--- config.mk ---
export PLATFORM = sky130hd
export DESIGN_NAME = macplus_kbd_responder
export DESIGN_NICKNAME = d
export VERILOG_FILES = /design/src/rtl/macplus_kbd_pkg.sv /design/src/rtl/macplus_kbd_fifo.sv /design/src/rtl/macplus_kbd_responder.sv
export SDC_FILE = /design/constraint.sdc
export NUM_CORES = 1
export LEC_CHECK = 0
export CAP_MARGIN = 20
export CORE_AREA = 2 2 139 141
export CTS_CLUSTER_DIAMETER = 30
export DETAILED_ROUTE_END_ITERATION = 16
export DIE_AREA = 0 0 141 143
export DONT_BUFFER_PORTS = 1
export GPL_ROUTABILITY_DRIVEN = 0
export SETUP_SLACK_MARGIN = 0.2
export SLEW_MARGIN = 20
export SYNTH_ARGS = -nofsm -noshare
export SYNTH_HDL_FRONTEND = slang
export SYNTH_SLANG_ARGS = --single-unit
--- constraint.sdc ---
create_clock -name clk -period 8.06 [get_ports clk]
set_input_delay 0.403 -clock clk [delete_from_list [all_inputs] [get_ports clk]]
set_output_delay 0.403 -clock clk [all_outputs]
set_load 0.005 [all_outputs]
--- src/rtl/macplus_kbd_pkg.sv ---
// macplus_kbd_pkg: shared constants, enums and byte-expansion helper for the Mac Plus keyboard responder.
package macplus_kbd_pkg;
    localparam logic [7:0] CMD_INQUIRY   = 8'h10;
    localparam logic [7:0] CMD_INSTANT   = 8'h14;
    localparam logic [7:0] CMD_MODEL     = 8'h16;
    localparam logic [7:0] CMD_TEST      = 8'h36;
    localparam logic [7:0] RSP_NULL      = 8'h7B;
    localparam logic [7:0] RSP_ACK       = 8'h7D;
    localparam logic [7:0] RSP_MODEL     = 8'h0B;
    localparam logic [7:0] PFX_KEYPAD    = 8'h79;
    localparam logic [7:0] PFX_SHIFT     = 8'h71;
    localparam logic [6:0] CODE_UNMAPPED = 7'h7F;
    localparam logic [6:0] CODE_CAPS     = 7'h73;

    typedef enum logic [1:0] {
        PFX_PLAIN    = 2'd0,
        PFX_KP       = 2'd1,
        PFX_ALT      = 2'd2,
        PFX_KP_SHIFT = 2'd3
    } prefix_e;

    typedef enum logic {
        ST_IDLE,
        ST_WAIT
    } state_e;

    typedef struct packed {
        logic [1:0] n;
        logic [7:0] b0;
        logic [7:0] b1;
        logic [7:0] b2;
    } expand_t;

    // Reserved prefix 2 falls through to the plain one-byte form.
    function automatic expand_t expand_evt(input logic rel, input prefix_e pfx, input logic [6:0] code);
        logic [7:0] k;
        k = {rel, code};
        expand_evt = '{2'd1, k, 8'h00, 8'h00};
        if (pfx == PFX_KP)
            expand_evt = '{2'd2, PFX_KEYPAD, k, 8'h00};
        else if (pfx == PFX_KP_SHIFT)
            expand_evt = '{2'd3, PFX_SHIFT | {rel, 7'b0}, PFX_KEYPAD, k};
    endfunction
endpackage

--- src/rtl/macplus_kbd_fifo.sv ---
// macplus_kbd_fifo: synchronous key-event FIFO with push, pop and flush; full/empty from pointer wrap bit.
module macplus_kbd_fifo #(
    parameter int DEPTH = 8,
    parameter int W     = 10
) (
    input  logic         clk,
    input  logic         reset_n,
    input  logic         push,
    input  logic         pop,
    input  logic         flush,
    input  logic [W-1:0] din,
    output logic [W-1:0] dout,
    output logic         full,
    output logic         empty
);
    localparam int AW = $clog2(DEPTH);

    logic [AW:0]  wr_q, wr_d, rd_q, rd_d;
    logic [W-1:0] mem [DEPTH];
    logic         do_push, do_pop;

    assign empty   = wr_q == rd_q;
    assign full    = (wr_q[AW] != rd_q[AW]) && (wr_q[AW-1:0] == rd_q[AW-1:0]);
    assign do_push = push && !full && !flush;
    assign do_pop  = pop && !empty && !flush;
    assign dout    = mem[rd_q[AW-1:0]];

    always_comb begin
        wr_d = flush ? '0 : wr_q + {{AW{1'b0}}, do_push};
        rd_d = flush ? '0 : rd_q + {{AW{1'b0}}, do_pop};
    end

    always_ff @(posedge clk or negedge reset_n) begin
        if (!reset_n) begin
            wr_q <= '0;
            rd_q <= '0;
        end else begin
            wr_q <= wr_d;
            rd_q <= rd_d;
        end
    end

    always_ff @(posedge clk) begin
        if (do_push) mem[wr_q[AW-1:0]] <= din;
    end
endmodule

--- src/rtl/macplus_kbd_responder.sv ---
// macplus_kbd_responder: M0110A keyboard responder - event queue, reply sequencer and Inquiry wait timer.
// Define MACPLUS_CAPS_LATCH_EN to make caps lock a latching key.
module macplus_kbd_responder
    import macplus_kbd_pkg::*;
#(
    parameter int FIFO_DEPTH     = 8,
    parameter int TIMEOUT_CYCLES = 8_000_000
) (
    input  logic       clk,
    input  logic       reset_n,
    input  logic       key_valid,
    input  logic [8:0] key_code,
    input  logic       key_release,
    output logic       key_ready,
    input  logic       cmd_strobe,
    input  logic [7:0] cmd,
    output logic       reply_strobe,
    output logic [7:0] reply,
    output logic       overflow
);
    localparam int TW = $clog2(TIMEOUT_CYCLES);
    // Registered reply adds a cycle, so fire one early to land exactly TIMEOUT_CYCLES after the command.
    localparam logic [TW-1:0] T_LAST = TW'(TIMEOUT_CYCLES - 2);

    state_e        state_q, state_d;
    logic [TW-1:0] timer_q, timer_d;
    logic [7:0]    seq0_q, seq0_d, seq1_q, seq1_d;
    logic [1:0]    seq_cnt_q, seq_cnt_d;
    logic [7:0]    reply_q, reply_d;
    logic          reply_strobe_q, reply_strobe_d;
    logic          overflow_q, overflow_d;
    logic          fifo_full, fifo_empty, push, pop, bypass;
    logic          evt_ok, evt_rel, is_model, want;
    logic [9:0]    fifo_dout, evt_word, src;
    expand_t       x;

    assign is_model = cmd_strobe && cmd == CMD_MODEL;

`ifdef MACPLUS_CAPS_LATCH_EN
    logic caps_q, caps_d, is_caps;
    assign is_caps = key_code[6:0] == CODE_CAPS;
    assign evt_ok  = key_valid && key_code[6:0] != CODE_UNMAPPED && !(is_caps && key_release);
    assign evt_rel = is_caps ? caps_q : key_release;
    always_comb caps_d = is_model ? 1'b0 : caps_q ^ (key_valid && is_caps && !key_release);
    always_ff @(posedge clk or negedge reset_n) begin
        if (!reset_n) caps_q <= 1'b0;
        else          caps_q <= caps_d;
    end
`else
    assign evt_ok  = key_valid && key_code[6:0] != CODE_UNMAPPED;
    assign evt_rel = key_release;
`endif

    assign evt_word = {evt_rel, key_code};
    assign src      = fifo_empty ? evt_word : fifo_dout;
    assign x        = expand_evt(src[9], prefix_e'(src[8:7]), src[6:0]);
    assign want     = cmd_strobe ? (cmd == CMD_INQUIRY || cmd == CMD_INSTANT) : state_q == ST_WAIT;

    macplus_kbd_fifo #(.DEPTH(FIFO_DEPTH), .W(10)) u_fifo (
        .clk    (clk),
        .reset_n(reset_n),
        .push   (push),
        .pop    (pop),
        .flush  (is_model),
        .din    (evt_word),
        .dout   (fifo_dout),
        .full   (fifo_full),
        .empty  (fifo_empty)
    );

    always_comb begin
        state_d        = cmd_strobe ? ST_IDLE : state_q;
        timer_d        = timer_q;
        seq0_d         = seq0_q;
        seq1_d         = seq1_q;
        seq_cnt_d      = seq_cnt_q;
        reply_d        = reply_q;
        reply_strobe_d = 1'b0;
        overflow_d     = overflow_q;
        pop            = 1'b0;
        bypass         = 1'b0;
        if (want && seq_cnt_q != 2'd0) begin
            reply_d        = seq0_q;
            seq0_d         = seq1_q;
            seq_cnt_d      = seq_cnt_q - 2'd1;
            reply_strobe_d = 1'b1;
            state_d        = ST_IDLE;
        end else if (want && (!fifo_empty || evt_ok)) begin
            // With an empty queue the arriving event is expanded directly instead of being queued.
            reply_d        = x.b0;
            seq0_d         = x.b1;
            seq1_d         = x.b2;
            seq_cnt_d      = x.n - 2'd1;
            reply_strobe_d = 1'b1;
            pop            = !fifo_empty;
            bypass         = fifo_empty;
            state_d        = ST_IDLE;
        end else if (want && cmd_strobe) begin
            reply_d        = cmd == CMD_INSTANT ? RSP_NULL : reply_q;
            reply_strobe_d = cmd == CMD_INSTANT;
            state_d        = cmd == CMD_INSTANT ? ST_IDLE : ST_WAIT;
            timer_d        = '0;
        end else if (want) begin
            reply_d        = timer_q == T_LAST ? RSP_NULL : reply_q;
            reply_strobe_d = timer_q == T_LAST;
            state_d        = timer_q == T_LAST ? ST_IDLE : ST_WAIT;
            timer_d        = timer_q + 1'b1;
        end else if (is_model) begin
            seq_cnt_d      = 2'd0;
            reply_d        = RSP_MODEL;
            reply_strobe_d = 1'b1;
            overflow_d     = 1'b0;
        end else if (cmd_strobe && cmd == CMD_TEST) begin
            reply_d        = RSP_ACK;
            reply_strobe_d = 1'b1;
        end
        push = evt_ok && !bypass && !is_model && !fifo_full;
        if (evt_ok && !bypass && !is_model && fifo_full) overflow_d = 1'b1;
    end

    always_ff @(posedge clk or negedge reset_n) begin
        if (!reset_n) begin
            state_q        <= ST_IDLE;
            timer_q        <= '0;
            seq0_q         <= 8'h00;
            seq1_q         <= 8'h00;
            seq_cnt_q      <= 2'd0;
            reply_q        <= 8'h00;
            reply_strobe_q <= 1'b0;
            overflow_q     <= 1'b0;
        end else begin
            state_q        <= state_d;
            timer_q        <= timer_d;
            seq0_q         <= seq0_d;
            seq1_q         <= seq1_d;
            seq_cnt_q      <= seq_cnt_d;
            reply_q        <= reply_d;
            reply_strobe_q <= reply_strobe_d;
            overflow_q     <= overflow_d;
        end
    end

    assign key_ready    = !fifo_full;
    assign reply_strobe = reply_strobe_q;
    assign reply        = reply_q;
    assign overflow     = overflow_q;
endmodule

# Word level (Yosys, flattened, before mapping)
# Memories as Yosys holds them, arrays and structs flattened.
# Index checks and enable logic that the tools add are counted.
# classes
eq_ne,19
muxes,48
n_reduce_logical,33
add_sub_neg,5
bitwise,2
# ops
op,n
$mux 8,10
$mux 26,2
$mux 23,2
$mux 1,26
$eq 8x5->1 const B,3
$add 23x1->23 const B,1
$eq 23x23->1 const B,1
$logic_and 1x1->1,15
$mux 10,1
$mux 2,5
$reduce_and 3->1,3
$add 4x1->4,2
$eq 8x6->1 const B,1
$mux 4,2
$ne 2x1->1 const B,4
$reduce_bool 2->1,4
$ne 7x7->1 const B,1
$reduce_bool 6->1,1
$ne 5x1->1 const B,1
$reduce_and 5->1,1
$reduce_bool 5->1,1
$eq 4x4->1,1
$logic_not 1->1,4
$ne 4x4->1 const B,1
11 further kinds,14
# totals
ram_bits,80
word_cells,118
input_bits,22
output_inout_bits,11
regBits,60
memories,1
# mem_list
name,words,width,read_ports,rd_ports_with_merged_regs,write_ports,line_no,text
u_fifo.mem,8,10,1,0,1,macplus_kbd_fifo.sv:19,logic [W-1:0] mem [DEPTH];

# Longest topological paths before layout
# logic_depth
ltp_word,14
mapped_depth,10
ltp_nobuf,9

# Cells and area by module
# Synthesis repeated with hierarchy kept, for this count alone.
# hier_totals
hier_cells,480
area_unflattened_um2,6472.5
# by_module_without_submodules
mod,seq_area_each_um2,instances,area_per_inst_um2,cells_per_inst
macplus_kbd_fifo,2602.5,1,3578.4,166
macplus_kbd_responder,1301.2,1,2894.0,314

# Worst setup path before layout
# No wires, ideal clock.
# synth_path
path_kind,reg-to-reg
start,register seq_cnt_q[0]
end,memory u_fifo.mem[0][0] (enable)
setup_time_ns,0.390
setup_slack_ns,5.319
stages_incl_launch_ff,9
required_time_ns,7.670
arrival_ns,2.352
n_path_buf,1
period_less_slack_ns,2.741
cell_sequence,dfrtp_1 > inv_1 > ha_1 > clkbuf_1 > inv_1 > o21ai_0 > a211oi_1 > nand2b_1 > nor3_1
# synth_between
elab_chain_len,11
# synth_lines
element,line_no,text
from (decl),macplus_kbd_responder.sv:28,"logic [1:0] seq_cnt_q, seq_cnt_d;"
from (signal assigned),macplus_kbd_responder.sv:136,seq_cnt_q <= seq_cnt_d;
$reduce_bool 2->1,macplus_kbd_responder.sv:82,if (want && seq_cnt_q != 2'd0) begin
$logic_and 1x1->1,macplus_kbd_responder.sv:82,
$mux 1,macplus_kbd_responder.sv:82,
$logic_not 1->1,macplus_kbd_responder.sv:117,push = evt_ok && !bypass && !is_model && !fifo_full;
$logic_and 1x1->1 (3 in series),macplus_kbd_responder.sv:117,
$logic_and 1x1->1 (2 in series),macplus_kbd_fifo.sv:24,assign do_push = push && !full && !flush;
$mux 1,macplus_kbd_fifo.sv:44,if (do_push) mem[wr_q[AW-1:0]] <= din;
$mux 1 (implied by the code),macplus_kbd_fifo.sv:44,
to (decl),macplus_kbd_fifo.sv:19,
# Every way passes these cells.

# Worst setup path after layout
# layout_path
start,register u_fifo.rd_q[2]
end,register reply_q[2] (netlist: reply[2])
# layout_between
elab_chain_len,7
elab_cells_between_ends,16
classes_between,5 x eq/ne; 5 x mux; 5 x reduce/logical; 1 x memory
# layout_lines
element,line_no,text
from (decl),macplus_kbd_fifo.sv:18,"logic [AW:0] wr_q, wr_d, rd_q, rd_d;"
from (signal assigned),macplus_kbd_fifo.sv:39,rd_q <= rd_d;
$mem_v2 8x10 or $eq 4x4->1 (tied branches),-,
$mux 10,macplus_kbd_responder.sv:55,assign src = fifo_empty ? evt_word : fifo_dout;
$eq 2x2->1,macplus_kbd_pkg.sv:41,else if (pfx == PFX_KP_SHIFT)
$mux 26,macplus_kbd_pkg.sv:41,
$mux 26,macplus_kbd_pkg.sv:39,if (pfx == PFX_KP)
$mux 8,macplus_kbd_responder.sv:88,end else if (want && (!fifo_empty || evt_ok)) begin
$mux 8,macplus_kbd_responder.sv:82,
to (signal assigned),macplus_kbd_responder.sv:137,reply_q <= reply_d;
to (decl),macplus_kbd_responder.sv:29,"logic [7:0] reply_q, reply_d;"
# Parallel ways exist; a longest one is shown, timed or not.
# A chain may end at the register's enable or synchronous reset.

==> run metrics <==
Worst-Margin Slew 1.09 ns; peak supply drop approximately 130 uV; fin cells approximately 730; dpl hpwl 9040 um; GR Overflow Total 0; Post-Syn Instances ~480; Skew-Pair Late Insertion Delay about 0.42 ns; hold endpoint u_fifo.mem[3][0]$_DFFE_PP_; multi-input combinational cell area 0.00236 mm2; status finished clean; vias per cell approximately 5.3; R2R Setup Slk 4.54 ns; Avg Cell Area, Syn 13.5 um2; GRT Total Usage 14.5%; Setup CP Type flop to flop; Logic pwr share 13.8%; DR vias 3856; CTS tree built; switch share 27.9%; synth warn 0; die area between 0.02 and 0.025 mm2; max-slew violations 0; drt pass-1 iters 7; hold crit path type primary input to flop; register area 0.00391 mm2; Placed Cells about 700; Layout area overhead 12.5%; CP Launch Type flop; crit path cell chain xnor2_1, nand4_2, o211ai_1, o21ai_0, a22o_1, mux2_2; ANT cells 0; min-delay src key_code[0]; Die Span X 141 um; Final Hold Fails 0; CP top delay family compound AO/OA/AOI/OAI gates; Reg2Reg Launch Point u_fifo.rd_q[2]$_DFF_PN0_; register area share after synthesis 60.8%; skew final 0.00639 ns; Setup crit start u_fifo.rd_q[2]$_DFF_PN0_; final setup fails 0; Post-synth EDFFs 80; Worst Path Buf+Inv 0; Hold WS 0.0725 ns; Critical R2R Capture reply[2]$_DFFE_PN0P_; Max Fclk 284 MHz; Port Buf Inserts 0; FP Rows 50; clk root buf clkbuf_16; first-pass GRT wire length 21900 um; Post-Route Setup TNS 0 ns; min Tclk post-route 3.52 ns; Core Area 0.0186 mm2; post-CTS setup buffer count 0; sequential fraction of design power 48.5%; RSZ-0062 raised after global routing no; CP peak stage delay 0.93 ns; Total Wirelength 13500 um; Slew HR approximately 27%; Synth Cell Area between 0.006 and 0.007 mm2; initial antenna violation count 0; share of flip-flops with an asynchronous set or reset a little over two fifths; Critical Path RT 8.37 ns; Fillers 1727; clock share of power between 30% and 40%; Antenna Nets Post-Route 0; Pleak 0.00259 uW; slowest stage cell on the critical path dfrtp_1; P per Cell Area 261 mW/mm2; max-cap violation count 0; vias in the first global route roughly 4000; H-Tree Level Count 4; TritonCTS Buffers 17; Final #Nets 514; Ports 33; CP Max Fanout 19; Sink Count 140; Post-Place Worst Slack 4.42 ns; 1st-iter DRT viols 246; fin crit share 43.7%; Die Ht ~140 um; Worst EP arrival 3.83 ns; final setup margin 4.54 ns; Mapped Nets 506; #FFs+latches synth 140; Top FF cell, synth edfxtp_1; NetSw between 500 and 600 uW; Initial Util 34.5%; Resized Gates After CTS 0; Critical Path End Type flop; R2R depth 6; pin count of the biggest net entering global routing 61; Hold Path Stages 0; Clock Path Buffers 2; layout cells sized above 1 16.5%; Synth cell types 59; Post-route DRC 0; detailed-route wire length per cell 18.5 um; Internal 1360 uW; CTS clk-pin slew, worst paths roughly 0.060 ns
[cell usage after synthesis (4+ instances only)]
cell / instances / share of area (%)
nand2_1: 34 / 2.0
nor4_1: 4 / 0.39
a211oi_1: 6 / 0.70
nor2_1: 43 / 2.5
a221o_1: 4 / 0.62
nor3b_1: 4 / 0.47
a22oi_1: 4 / 0.47
nor3_1: 13 / 1.0
nand3_1: 11 / 0.86
nor2b_1: 6 / 0.58
mux2i_1: 17 / 2.7
nand2b_1: 7 / 0.68
a21oi_1: 11 / 0.86
dfrtp_1: 60 / 23
ha_1: 7 / 1.4
buf_2: 9 / 0.70
and3_1: 5 / 0.49
inv_1: 13 / 0.76
o21ai_1: 11 / 0.86
edfxtp_1: 80 / 37
nand4_1: 5 / 0.49
mux2_2: 7 / 1.2
o21ai_0: 18 / 1.4
xor2_1: 6 / 0.82
xnor2_1: 19 / 2.6
mux4_2: 18 / 6.3
[logic make-up after synthesis]
group,share of synthesized area [%]
compound gates,8.05
xor+xnor,3.41
fa+ha+maj,1.36
buf+inv,2.40
flops,60.8
mux,10.2
simple gates,13.7
[layout make-up]
cell class / instances / share of cell area, %
Multi-Input combinational cell: 306 / 32.7
Sequential cell: 140 / 54.1
Clock inverter: 14 / 1.54
Timing Repair Buffer: 7 / 1.04
Tap cell: 234 / 4.05
Inverter: 13 / 0.676
Clock buffer: 18 / 5.94
[state kept, by name, summed over array words and instances (netlist names)]
signal / count
timer_q: 23
seq1_q: 8
state_q: 1
overflow: 1
u_fifo.rd_q: 4
reply_strobe: 1
u_fifo.wr_q: 4
seq0_q: 8
u_fifo.mem: 80
reply: 8
seq_cnt_q: 2
[stage by stage]
stage	power (uW)	cell area, um2	utilization, %
after floorplan	1110	6420	-
after global placement	1170	6640	35.7
after detailed placement	1180	6640	35.7
after CTS	1900	7210	38.8
after global routing	1970	7220	38.9
final	1890	7220	38.9
[cells in the final DEF (no fill, tap or decap), types with 13 or more instances in the layout]
cell and instances:
edfxtp_1 80, dfrtp_1 59, o21ai_0 18, xnor2_1 19
mux2i_1 17, nor3_1 13, nor2_1 43, clkbuf_16 17
mux4_2 18, inv_1 13, nand2_1 34
[power by group through the flow]
stage / registers, uW / logic (uW) / clock network (uW)
after CTS: 917 / 261 / 724
after global placement: 929 / 245 / 0
after global routing: 925 / 288 / 758
after detailed placement: 931 / 251 / 0
final: 914 / 260 / 713
after floorplan: 898 / 213 / 0
[how the worst max path moves through the flow]
stage / end / cells past startpoint
after CTS: reply[2]$_DFFE_PN0P_ / 6
after detailed placement: reply[2]$_DFFE_PN0P_ / 6
final: reply[2]$_DFFE_PN0P_ / 6
after global placement: reply[2]$_DFFE_PN0P_ / 6
after global routing: reply[2]$_DFFE_PN0P_ / 6
after floorplan: u_fifo.mem[0][0]$_DFFE_PP_ / 8
[worst register-to-register path: cells and delay by family (launching register included)]
family / cells / cell delay, ns
AO/OA/AOI/OAI: 3 / 1.46
flip-flops: 1 / 0.93
AND/OR/NAND/NOR: 1 / 0.50
XOR/XNOR: 1 / 0.27
multiplexers: 1 / 0.25
[metal layers]
metal  vias up  global-route usage [%]  share of wire, %  wire (um)
met4         0                    4.84              0.89        121
met2        96                    22.5                47       6300
met5         -                       0                 0          0
li1       1814                       -                 -          -
met3         8                    4.86               7.6       1040
met1      1938                    19.1                45       6080
[timing repair]
action                                 4_1_cts  5_1_grt
hold buffers                                 2        0
endpoints found under the hold margin       60        0
setup endpoints to repair                    0        0
No activity file was read; power rests on OpenSTA's default activity.
